**src/rtl/sym_word_aligner.sv**
```systemverilog
// Comma-based word aligner with LOS/ACQ/SYNC sync FSM.
// Finds the 7-bit singular comma in a 20-bit sliding window, locks the
// 10-bit code-group boundary to it and delivers aligned symbols plus lock.
//
// state | meaning
// LOS   | no alignment; any comma starts acquisition
// ACQ   | candidate offset held; counting consecutive commas at it
// SYNC  | locked; offset frozen; counting commas seen at a wrong offset
module sym_word_aligner #(
    parameter int LOCK_COMMAS = 3,
    parameter int LOSS_COMMAS = 2
) (
    input  logic       clk,
    input  logic       rst,
    input  logic [9:0] rx_word_in,
    input  logic       rx_valid_in,
    output logic [9:0] sym_out,
    output logic       sym_valid_out,
    output logic       sym_is_comma_out,
    output logic       lock_out,
    output logic [3:0] align_offset_out
);

    typedef enum logic [1:0] {
        ST_LOS  = 2'd0,
        ST_ACQ  = 2'd1,
        ST_SYNC = 2'd2
    } state_t;

    localparam logic [6:0] COMMA_NEG = 7'b1111100;
    localparam logic [6:0] COMMA_POS = 7'b0000011;
    localparam logic [3:0] LOCK_N    = 4'(LOCK_COMMAS);
    localparam logic [3:0] LOSS_N    = 4'(LOSS_COMMAS);

    state_t      state_q, state_d;
    logic [9:0]  prev_q, prev_d;
    logic [3:0]  off_q, off_d;
    logic [3:0]  cnt_q, cnt_d;
    logic [3:0]  mis_q, mis_d;
    logic [9:0]  sym_q, sym_d;
    logic        sym_valid_q, sym_valid_d;
    logic        sym_comma_q, sym_comma_d;
    logic        lock_q, lock_d;
    logic [3:0]  align_q, align_d;

    logic [19:0] win;
    logic        det_hit;
    logic [3:0]  det_off;
    logic        comma_seen;
    logic        relatch;
    logic [4:0]  sel;
    logic [9:0]  sym;
    logic        sym_is_comma;

    // Comma search over all ten offsets; descending loop so the lowest offset wins.
    always_comb begin
        win     = {rx_word_in, prev_q};
        det_hit = 1'b0;
        det_off = 4'd0;
        for (int p = 9; p >= 0; p--) begin
            if ((win[p +: 7] == COMMA_NEG) || (win[p +: 7] == COMMA_POS)) begin
                det_hit = 1'b1;
                det_off = 4'(p);
            end
        end
    end

    // Sync FSM next state, counters and offset; symbol selection and output staging.
    always_comb begin
        state_d    = state_q;
        off_d      = off_q;
        cnt_d      = cnt_q;
        mis_d      = mis_q;
        relatch    = 1'b0;
        prev_d     = rx_valid_in ? rx_word_in : prev_q;
        comma_seen = rx_valid_in && det_hit;

        if (comma_seen) begin
            case (state_q)
                ST_LOS: begin
                    off_d   = det_off;
                    cnt_d   = 4'd1;
                    relatch = 1'b1;
                    if (LOCK_N == 4'd1) begin
                        state_d = ST_SYNC;
                        mis_d   = 4'd0;
                    end else begin
                        state_d = ST_ACQ;
                    end
                end
                ST_ACQ: begin
                    if (det_off == off_q) begin
                        cnt_d = cnt_q + 4'd1;
                        if (cnt_q + 4'd1 == LOCK_N) begin
                            state_d = ST_SYNC;
                            mis_d   = 4'd0;
                        end
                    end else begin
                        off_d   = det_off;
                        cnt_d   = 4'd1;
                        relatch = 1'b1;
                    end
                end
                ST_SYNC: begin
                    if (det_off == off_q) begin
                        mis_d = 4'd0;
                    end else if (mis_q + 4'd1 == LOSS_N) begin
                        // Offset is deliberately kept; the next comma in LOS relatches it.
                        state_d = ST_LOS;
                        cnt_d   = 4'd0;
                        mis_d   = 4'd0;
                    end else begin
                        mis_d = mis_q + 4'd1;
                    end
                end
                default: begin
                    state_d = ST_LOS;
                    cnt_d   = 4'd0;
                    mis_d   = 4'd0;
                end
            endcase
        end

        // A relatching comma is delivered from its own offset, not the stale one.
        sel          = {1'b0, (relatch ? det_off : off_q)};
        sym          = win[sel +: 10];
        sym_is_comma = (sym[6:0] == COMMA_NEG) || (sym[6:0] == COMMA_POS);

        sym_d       = rx_valid_in ? sym : sym_q;
        sym_valid_d = rx_valid_in && (state_d == ST_SYNC);
        sym_comma_d = rx_valid_in && sym_is_comma;
        lock_d      = (state_d == ST_SYNC);
        align_d     = off_d;
    end

    // State, window history and registered outputs; async active-high reset.
    always_ff @(posedge clk or posedge rst) begin
        if (rst) begin
            state_q     <= ST_LOS;
            prev_q      <= 10'd0;
            off_q       <= 4'd0;
            cnt_q       <= 4'd0;
            mis_q       <= 4'd0;
            sym_q       <= 10'd0;
            sym_valid_q <= 1'b0;
            sym_comma_q <= 1'b0;
            lock_q      <= 1'b0;
            align_q     <= 4'd0;
        end else begin
            state_q     <= state_d;
            prev_q      <= prev_d;
            off_q       <= off_d;
            cnt_q       <= cnt_d;
            mis_q       <= mis_d;
            sym_q       <= sym_d;
            sym_valid_q <= sym_valid_d;
            sym_comma_q <= sym_comma_d;
            lock_q      <= lock_d;
            align_q     <= align_d;
        end
    end

    assign sym_out          = sym_q;
    assign sym_valid_out    = sym_valid_q;
    assign sym_is_comma_out = sym_comma_q;
    assign lock_out         = lock_q;
    assign align_offset_out = align_q;

endmodule

```
**config.mk**
```make
export PLATFORM = sky130hd
export DESIGN_NAME = sym_word_aligner
export DESIGN_NICKNAME = d
export VERILOG_FILES = /design/src/rtl/sym_word_aligner.sv
export SDC_FILE = /design/constraint.sdc
export NUM_CORES = 1
export LEC_CHECK = 0
export CAP_MARGIN = 5
export CORE_MARGIN = 5
export CORE_UTILIZATION = 41
export DETAILED_ROUTE_END_ITERATION = 6
export HOLD_SLACK_MARGIN = 0.12
export SYNTH_ARGS = -nofsm -noshare
export SYNTH_HDL_FRONTEND = slang
export SYNTH_SLANG_ARGS = --single-unit
```
**constraint.sdc**
```tcl
create_clock -name clk -period 5.2 [get_ports clk]
set_input_delay 0.78 -clock clk [delete_from_list [all_inputs] [get_ports clk]]
set_output_delay 0.78 -clock clk [all_outputs]
set_load 0.01 [all_outputs]
```
==> impl_metrics.py, run 1 <==
metrics = {
    "outcome": {
        "status": "finished, final reports clean",
    },
    "global_routing": {
        "first_global_vias": 2748,
        "antenna_found_initial": 0,
        "grt_pass1_wl_mm": 13.7,
        "grt_use_total_pct": 18.9,
        "grt_max_degree": 38,
        "overflow": 0,
    },
    "critical_path": {
        "start_kind": "input port",
        "rr_worst_depth": 14,
        "timing.rr.end": "sym_is_comma_out$_DFF_PP0_",
        "crit_required_ns": 5.41,
        "rrSetupSlack_ns": 0.33,
        "r2r_start": "prev_q[7]$_DFFE_PP0P_",
        "cp_max_fo": 12,
        "cp-end-kind": "register",
        "cp.arrival_ns": 5.24,
        "path_class": "in2reg",
    },
    "worst_hold_path": {
        "hold_path_class": "reg2reg",
        "hold_end": "sym_out[1]$_DFFE_PP0P_",
        "min-delay-start": "sym_out[1]$_DFFE_PP0P_",
        "min_path_cells": 2,
    },
    "cells_and_area": {
        "final-seq-area_um2": 926,
        "final_area_um2": 3880,
        "area.growth.synth_to_final_pct": 26.5,
        "utilization_pct": 53.5,
        "fin_nets": 401,
        "diodes": 0,
        "multiInputGateArea_um2": 2030,
        "drive_above_1_share_pct": 26.0,
        "nFillCells": 700,
    },
    "yosys": {
        "syn_area_um2": 3070,
        "yosysUniqueCellTypes": 66,
        "synth_top_area_share_pct": 30.2,
        "yosys.area.top_type": "dfrtp_1",
        "synth_most_common_cell": "mux2i_1",
        "netlist_top_cells_area": "dfrtp_1 (30%), mux2i_1 (13%), mux2_2 (7.7%)",
        "synth_commonest_cells": "mux2i_1 (39), dfrtp_1 (37), mux2_2 (21), o21ai_0 (21)",
        "async_reset_ff_share_pct": 100,
        "syn-num-nets": 340,
        "synth_seq_area_share_pct": 30.2,
        "ys_ff_latch": 37,
        "synth_enable_flop_cells": 0,
        "avgSynthCellArea_um2": 9.50,
        "syn_inst": 323,
        "ys_warn_count": 0,
        "yosys_most_used_dff": "dfrtp_1",
    },
    "cts": {
        "holdBufCountCts": 0,
        "h-tree-depth": 2,
        "numCtsBuffers": 5,
        "cts_buffer_depth": 2,
        "cts_sinks": 37,
        "clk_pin_slew_ns": 0.07,
        "root_buffer": "clkbuf_8",
        "cts_tree": "yes",
        "clock_latency_ns": 0.29,
    },
    "timing": {
        "clock_skew_ns": 0.00787,
        "finalMaxSlewViolations": 0,
        "finalSetupTns_ns": 0,
        "hold_viol_final": 0,
        "fin_hold_ws_ns": 0.503,
        "fmax_mhz": 199,
        "finalCritPeriodShare_pct": 96.7,
        "timing.final.crit_period_ns": 5.03,
        "worstMarginPinSlew_ns": 0.638,
        "setup_viol": 0,
        "slew_headroom_pct": 57.1,
    },
    "job": {
        "drv_cap": 0,
    },
    "detailed_routing": {
        "viasPerCell": 5.74,
        "firstDrtPassIters": 4,
        "drt_iter0_drc": 97,
        "wl_per_cell_um": 16.7,
        "wl_mm": 8.07,
        "route.detailed.drc": 0,
        "ant_nets": 0,
        "routed-via-count": 2778,
    },
    "floorplan": {
        "fp.dieH_um": 96.5,
        "row_count": 31,
        "die-area_um2": 9310,
        "initial_utilization_pct": 42.3,
        "core_um2": 7250,
        "num_io_pins": 30,
        "die_w_um": 96.5,
    },
    "placed_design": {
        "hpwl_mm": 6.18,
        "gp_congestion": 0.837,
        "io_buffers": 29,
        "postPlaceCellArea_um2": 3730,
    },
    "pwr": {
        "seq_power_share_pct": 27.1,
        "p_leak_nw": 1.72,
        "power_frac_comb_pct": 58.6,
        "ir_drop_mv": 0.228,
        "p_clk_share_pct": 14.4,
        "power_density_nw_per_um2": 403,
        "p_int_mw": 0.975,
        "p_sw_share_pct": 37.7,
        "switchingPower_mw": 0.589,
    },
}
[how the worst max path moves through the flow]
stage	from	end	slack [ns]
final	rx_word_in[0]	sym_is_comma_out$_DFF_PP0_	0.17
after global routing	rx_word_in[0]	sym_is_comma_out$_DFF_PP0_	-0.007
after CTS	rx_word_in[0]	sym_is_comma_out$_DFF_PP0_	0.18
after detailed placement	rx_word_in[0]	sym_is_comma_out$_DFF_PP0_	-0.11
after global placement	rx_word_in[0]	sym_is_comma_out$_DFF_PP0_	-0.06
after floorplan	rx_word_in[0]	sym_is_comma_out$_DFF_PP0_	0.29
[cell families (layout without fill, tap and decap cells)]
logic type                 Yosys count  after routing  share of synthesized area (%)
and+or+nand+nor                    111            111                           23.4
AOI/OAI and AO/OA                   72             72                           16.1
muxes                               65             65                           23.8
DFF                                 37             37                           30.2
buffers and inverters               34             96                           4.89
adders and majority gates            4              4                           1.63
[cell usage in the layout, fill, tap and decap left out, types with 4 or more instances in the layout]
master / n
inv_1: 9
clkbuf_8: 7
a21oi_1: 12
a211oi_1: 5
nor4_1: 4
buf_4: 47
ha_1: 4
clkdlybuf4s50_1: 29
mux2_2: 21
mux4_2: 4
nor3_1: 4
and3_1: 4
nand2_1: 18
nand3_1: 7
o21ai_0: 21
a211o_1: 5
nor2_1: 18
a21o_1: 5
nand2b_1: 8
nor2b_1: 5
dfrtp_1: 37
mux2i_1: 39
nand4_1: 6
[layout make-up]
cell class	count	share of cell area (%)
tap	99	3.19
inverter	11	1.06
timing repair buffer	77	17.1
clock inverter	1	0.129
multi-input combinational	252	52.2
clock buffer	7	2.48
sequential	37	23.9
[power by group through the flow]
stage,combinational (mW),clock (mW),sequential [mW]
floorplan,0.530,0,0.430
global placement,0.875,0,0.427
detailed placement,0.889,0,0.428
CTS,0.897,0.231,0.422
global route,1.00,0.244,0.435
finish,0.916,0.225,0.423
[timing repair]
action / 4_1_cts / 5_1_grt
setup endpoints to repair: 0 / 3
buffers inserted: 0 / 2
gates resized for setup: 0 / 6
[state kept, by name (all words and copies together), names as in the netlist]
register	count
sym_is_comma_out	1
prev_q	10
align_offset_out	4
state_q	2
sym_valid_out	1
mis_q	4
lock_out	1
sym_out	10
cnt_q	4
[routing by layer]
metal | vias to the layer above | global-route usage [%] | part of all wire, %
met4 | 0 | 4.32 | 0.97
met2 | 61 | 31.6 | 48
met3 | 7 | 2.87 | 3.4
met1 | 1354 | 25.7 | 47
li1 | 1356 | - | -
met5 | - | 0 | 0
[critical path, stage by stage]
cell and delay [ns]:
clkdlybuf4s50_1 0.45, or3_1 0.39, a2111oi_1 0.32, buf_4 0.18, nor2_1 0.04, and4b_4 0.19
a211o_1 0.34, mux2i_2 0.28, buf_12 0.18, mux2i_1 0.25, mux2i_1 0.12, nor3b_1 0.15
or4_4 0.55, or4b_1 0.46, or4_1 0.40, o22ai_1 0.16
[stage by stage]
stage,worst slack [ns],power (mW),std cells
after global placement,-0.0638,1.30,474
after CTS,0.182,1.55,482
after global routing,-0.00703,1.68,484
after detailed placement,-0.108,1.32,474
after floorplan,0.285,0.960,323
final,0.169,1.56,484
Note: power is estimated with default switching activity, not from simulation.
==> run 2: changes to the inputs <==
--- a/config.mk
+++ b/config.mk
@@ -10,6 +10,7 @@
 export CORE_UTILIZATION = 41
 export DETAILED_ROUTE_END_ITERATION = 6
 export HOLD_SLACK_MARGIN = 0.12
+export RECOVER_POWER = 25
 export SYNTH_ARGS = -nofsm -noshare
 export SYNTH_HDL_FRONTEND = slang
 export SYNTH_SLANG_ARGS = --single-unit
==> run 2 against run 1 <==
First-iteration DRC count is the same. Global-route usage unchanged. Maximum frequency barely moved. Final cell count is the same. The run now ends with max-capacitance violations, max-slew violations left. Largest power group unchanged. Final area barely moved. Core utilization fell by 0.052 points. Hold slack stayed put. Largest cell class unchanged. Clock power barely moved.
==> impl_metrics.py, run 2 (synthesis gave the netlist of run 1 again) <==
metrics = {
    "cells_and_area": {
        "final_area_um2": 3880,
        "layout_common_cells": "buf_4 (46), mux2i_1 (39), dfrtp_1 (37), clkdlybuf4s50_1 (28)",
        "area.growth.synth_to_final_pct": 26.4,
        "fin_nets": 401,
        "utilization_pct": 53.5,
        "diodes": 0,
        "layout.cells.non_filler": 484,
        "drive_above_1_share_pct": 25.7,
        "final_common_cell": "buf_4",
    },
    "floorplan": {
        "initial_utilization_pct": 42.3,
        "row_count": 31,
        "core_um2": 7250,
        "num_io_pins": 30,
        "die-area_um2": 9310,
        "die_w_um": 96.5,
        "fp.dieH_um": 96.5,
    },
    "job": {
        "drv_cap": 1,
    },
    "critical_path": {
        "cpMostUsedCell": "mux2i_1",
        "start_kind": "input port",
        "cp_cell_sequence": "clkdlybuf4s50_1 -> or3_1 -> a2111oi_1 -> buf_4 -> nor2_1 -> and4b_4 -> a211o_1 -> mux2i_2 -> buf_12 -> mux2i_1 -> mux2i_1 -> nor3b_1 -> or4_4 -> or4b_1 -> or4_1 -> o22ai_1",
        "cp-end-kind": "register",
        "crit_slowest_cell": "or4_4",
        "max_stage_delay_ns": 0.55,
        "crit_required_ns": 5.41,
        "cp_max_fo": 12,
        "cp.arrival_ns": 5.24,
        "critPathBufInv": 3,
        "cp-startpoint": "rx_word_in[0]",
        "path_class": "in2reg",
        "path_delay_family": "simple AND/OR/NAND/NOR gates",
        "r2r_start": "prev_q[7]$_DFFE_PP0P_",
    },
    "pwr": {
        "p_leak_nw": 1.72,
        "ir_drop_mv": 0.228,
        "power_density_nw_per_um2": 403,
    },
    "cts": {
        "clk_pin_slew_ns": 0.07,
        "cts_tree": "yes",
        "numCtsBuffers": 5,
        "cts_sinks": 37,
        "root_buffer": "clkbuf_8",
        "clock_latency_ns": 0.29,
        "h-tree-depth": 2,
        "cts_buffer_depth": 2,
    },
    "worst_hold_path": {
        "hold_path_class": "reg2reg",
        "min-delay-start": "sym_out[1]$_DFFE_PP0P_",
    },
    "global_routing": {
        "first_global_vias": 2748,
        "antenna_found_initial": 0,
        "grt_pass1_wl_mm": 13.7,
        "overflow": 0,
        "grt_use_total_pct": 18.9,
        "grt_max_degree": 38,
    },
    "detailed_routing": {
        "viasPerCell": 5.74,
        "firstDrtPassIters": 4,
        "drt_iter0_drc": 97,
        "ant_nets": 0,
        "wl_per_cell_um": 16.7,
        "wl_mm": 8.07,
        "route.detailed.drc": 0,
        "routed-via-count": 2778,
    },
    "timing": {
        "clock_skew_ns": 0.00796,
        "setup_viol": 0,
        "slew_headroom_pct": -34.9,
        "finalMaxSlewViolations": 38,
        "fmax_mhz": 199,
        "fin_hold_ws_ns": 0.503,
        "worstMarginPinSlew_ns": 2.02,
        "finalCritPeriodShare_pct": 96.7,
        "hold_viol_final": 0,
        "timing.final.crit_period_ns": 5.03,
        "finalSetupTns_ns": 0,
    },
    "outcome": {
        "failed_checks": "max-capacitance violations, max-slew violations",
        "status": "finished, violations left",
    },
    "placed_design": {
        "gp_congestion": 0.837,
        "placed_cells": 474,
        "io_buffers": 29,
        "hpwl_mm": 6.18,
        "postPlaceCellArea_um2": 3730,
    },
}
==> run 2: cell count changes in the layout (fill, tap and decap cells not counted) <==
cell | previous run | this run
clkdlybuf4s50_1 | 29 | 28
clkbuf_1 | 0 | 1
dlygate4sd3_1 | 0 | 1
buf_4 | 47 | 46
==> run 2: area by class of cell <==
type,count,area [µm²]
clock buffers,7,96.3
clock inverters,1,5.00
fillers,701,3380
inverters,11,41.3
multi-input cells,252,2030
flip-flops and latches,37,926
well taps,99,124
repair buffers,77,659
==> run 2: report_power, final <==
part           leakage, nW  internal [mW]  switching [mW]
Sequential           0.461          0.355          0.0685
Clock               0.0542          0.120           0.105
Combinational         1.21          0.500           0.416
==> run 2: tightest hold or removal path, cell delays in order, from the launching register on <==
cell and delay [ns]:
dfrtp_1 0.35, nand2_1 0.05, o21ai_0 0.07
==> run 2: stage by stage <==
| stage | setup WS [ns] | power (mW) |
|---|---|---|
| after floorplan | 0.285 | 0.960 |
| after global placement | -0.0638 | 1.30 |
| after detailed placement | -0.108 | 1.32 |
| after CTS | 0.182 | 1.55 |
| after global routing | -0.00703 | 1.68 |
| final | 0.172 | 1.56 |
==> run 2: worst paths after layout <==
kind / to / slack [ns] / cells past startpoint
worst min register to register: sym_out[1]$_DFFE_PP0P_ / 0.50 / 2
worst max register to register: sym_is_comma_out$_DFF_PP0_ / 0.34 / 14
max in group asynchronous: prev_q[8]$_DFFE_PP0P_ / 2.38 / 3
min in group asynchronous: state_q[1]$_DFF_PP0_ / 1.67 / 3
worst max-delay path: sym_is_comma_out$_DFF_PP0_ / 0.17 / 16
worst min-delay path: sym_out[1]$_DFFE_PP0P_ / 0.50 / 2
==> run 2: metal layers <==
metal  share of wire, %  wire (µm)  vias to the layer above  GRT usage [%]
met5                  0          0                        -              0
met2                 48       3900                       60           31.6
met3                3.3        268                        7           2.87
li1                   -          -                     1356              -
met4               0.97         78                        0           4.32
met1                 47       3830                     1355           25.7
==> run 2: what timing repair did <==
item	CTS	global route
hold buffers	0	0
setup buffers	0	2
setup endpoints to repair	0	3
gates resized for setup	0	6
==> run 3: changes to the inputs <==
--- a/config.mk
+++ b/config.mk
@@ -5,6 +5,7 @@
 export SDC_FILE = /design/constraint.sdc
 export NUM_CORES = 1
 export LEC_CHECK = 0
+export ABC_AREA = 1
 export CAP_MARGIN = 5
 export CORE_MARGIN = 5
 export CORE_UTILIZATION = 41
==> run 3 against run 2 <==
The run still ends with max-capacitance violations, max-slew violations left. Maximum frequency rose by 19%. Hold slack got worse by 0.017 ns. Critical path depth up 11. Count of clock-buffer cells in the layout decreased by 2.
==> impl_metrics.py, run 3 <==
metrics = {
    "yosys": {
        "syn-num-nets": 537,
        "synth_commonest_cells": "nand2_1 (178), nand3_1 (104), nor2_1 (51), inv_1 (50), dfrtp_1 (37)",
        "syn_area_um2": 3160,
        "synth_seq_area_share_pct": 29.3,
        "async_reset_ff_share_pct": 100,
        "yosysUniqueCellTypes": 29,
        "ys_ff_latch": 37,
        "synth_most_common_cell": "nand2_1",
        "synth_top_area_share_pct": 29.3,
        "synth_enable_flop_cells": 0,
        "avgSynthCellArea_um2": 6.07,
        "yosys.area.top_type": "dfrtp_1",
        "yosys_most_used_dff": "dfrtp_1",
        "netlist_top_cells_area": "dfrtp_1 (29%), nand2_1 (21%), nand3_1 (16%)",
        "syn_inst": 520,
        "ys_warn_count": 0,
    },
    "timing": {
        "slew_headroom_pct": -38.0,
        "worst_slack_ns": 0.974,
        "fmax_mhz": 237,
        "clock_skew_ns": 0.00466,
        "finalSetupTns_ns": 0,
        "finalCritPeriodShare_pct": 81.3,
        "hold_viol_final": 0,
        "setup_viol": 0,
        "grt_setup_unrepaired": "no",
        "fin_hold_ws_ns": 0.486,
        "finalMaxSlewViolations": 38,
        "timing.final.crit_period_ns": 4.23,
        "worstMarginPinSlew_ns": 2.07,
    },
    "detailed_routing": {
        "ant_nets": 0,
        "wl_mm": 8.83,
        "wl_per_cell_um": 13.8,
        "drt_iter0_drc": 302,
        "viasPerCell": 5.18,
        "routed-via-count": 3324,
        "route.detailed.drc": 0,
        "firstDrtPassIters": 6,
    },
    "global_routing": {
        "grtUsageMet3_pct": 3.00,
        "grt_use_total_pct": 19.2,
        "grt_util_met1_pct": 26.0,
        "first_global_vias": 3263,
        "grt_pass1_wl_mm": 15.2,
        "grt.met2_usage_pct": 31.7,
        "antenna_found_initial": 0,
        "overflow": 0,
        "busiest_layer": "met2",
        "grt_max_degree": 38,
    },
    "floorplan": {
        "core_um2": 7610,
        "die_w_um": 97.7,
        "row_count": 32,
        "die-area_um2": 9550,
        "initial_utilization_pct": 41.5,
        "fp.dieH_um": 97.7,
        "num_io_pins": 30,
    },
    "critical_path": {
        "cp_max_fo": 20,
        "crit_slowest_cell": "clkdlybuf4s50_1",
        "start_kind": "input port",
        "r2r_start": "prev_q[7]$_DFFE_PP0P_",
        "rr_worst_depth": 26,
        "cpMostUsedCell": "nand2_1",
        "crit_required_ns": 5.42,
        "cp-startpoint": "rx_word_in[0]",
        "timing.rr.end": "sym_is_comma_out$_DFF_PP0_",
        "crit_cells": 27,
        "critPathBufInv": 4,
        "cp-endpoint": "sym_is_comma_out$_DFF_PP0_",
        "cp.arrival_ns": 4.45,
        "path_class": "in2reg",
        "max_stage_delay_ns": 0.60,
        "rrSetupSlack_ns": 1.26,
        "path_delay_family": "simple AND/OR/NAND/NOR gates",
        "cp-end-kind": "register",
    },
    "cts": {
        "cts_sinks": 37,
        "h-tree-depth": 2,
        "root_buffer": "clkbuf_8",
        "clock_latency_ns": 0.29,
        "numCtsBuffers": 5,
        "cts_resized": 0,
        "cts_tree": "yes",
        "clk_pin_slew_ns": 0.08,
        "cts_buffer_depth": 2,
        "holdBufCountCts": 0,
        "cts_setup_buffers": 0,
    },
    "placed_design": {
        "hpwl_mm": 6.80,
        "post-place-ws_ns": 0.728,
        "gp_congestion": 0.907,
        "io_buffers": 29,
    },
    "pwr": {
        "ir_drop_mv": 0.176,
        "power_mw": 1.56,
        "p_leak_nw": 1.81,
        "power_density_nw_per_um2": 437,
    },
    "outcome": {
        "status": "finished, violations left",
        "failed_checks": "max-capacitance violations, max-slew violations",
    },
    "cells_and_area": {
        "area.growth.synth_to_final_pct": 13.3,
        "layout_common_cells": "nand2_1 (178), nand3_1 (104), nor2_1 (51), inv_1 (50), dfrtp_1 (37)",
        "drive_above_1_share_pct": 6.30,
        "final_common_cell": "nand2_1",
        "diodes": 0,
        "fin_nets": 557,
    },
    "worst_hold_path": {
        "hold_path_class": "reg2reg",
    },
    "job": {
        "drv_cap": 1,
    },
}
## run 3: worst min-delay path, cell delays in order (launching register included)
cell	delay, ns
dfrtp_1	0.35
nand2_1	0.05
o21ai_0	0.05
## run 3: worst min path at each step
stage | endpoint | depth (start not counted) | slack (ns) | startpoint
2_1_floorplan | cnt_q[3]$_DFFE_PP0P_ | 2 | 0.47 | cnt_q[3]$_DFFE_PP0P_
3_3_place_gp | sym_out[4]$_DFFE_PP0P_ | 2 | 0.47 | sym_out[4]$_DFFE_PP0P_
3_5_place_dp | sym_out[1]$_DFFE_PP0P_ | 2 | 0.47 | sym_out[1]$_DFFE_PP0P_
4_1_cts | sym_out[1]$_DFFE_PP0P_ | 2 | 0.49 | sym_out[1]$_DFFE_PP0P_
5_1_grt | sym_out[3]$_DFFE_PP0P_ | 2 | 0.52 | sym_out[3]$_DFFE_PP0P_
6_report | sym_out[4]$_DFFE_PP0P_ | 2 | 0.49 | sym_out[4]$_DFFE_PP0P_
## run 3: logic make-up after synthesis
family          synth area share (%)
fa+ha+maj                       1.59
simple gates                    49.0
xor+xnor                        1.39
buf+inv                         10.6
flops                           29.3
compound gates                  8.09
## run 3: cell type report
class	count	area (µm²)
Multi-Input combinational cell	407	1900
Clock inverter	2	35.0
Timing Repair Buffer	32	309
Clock buffer	5	68.8
Tap cell	102	128
Sequential cell	37	926
Inverter	57	214
Fill cell	816	4030
## run 3: layer usage
layer / up-vias / share of wire, %
met5: - / 0
met4: 0 / 2.1
met3: 18 / 3.9
met2: 90 / 47
met1: 1518 / 47
li1: 1698 / -
## run 3: through the flow
stage / cells / util, % / instance area [µm²]
after global routing: 642 / 47.0 / 3580
after detailed placement: 635 / 45.7 / 3480
after global placement: 635 / 45.7 / 3480
final: 642 / 47.0 / 3580
after CTS: 642 / 47.1 / 3580
after floorplan: 520 / - / 3160
## run 3: power breakdown
group	switching, mW	internal (mW)	leakage [nW]
registers	0.0801	0.379	0.460
clock network	0.107	0.139	0.0540
logic	0.532	0.325	1.29
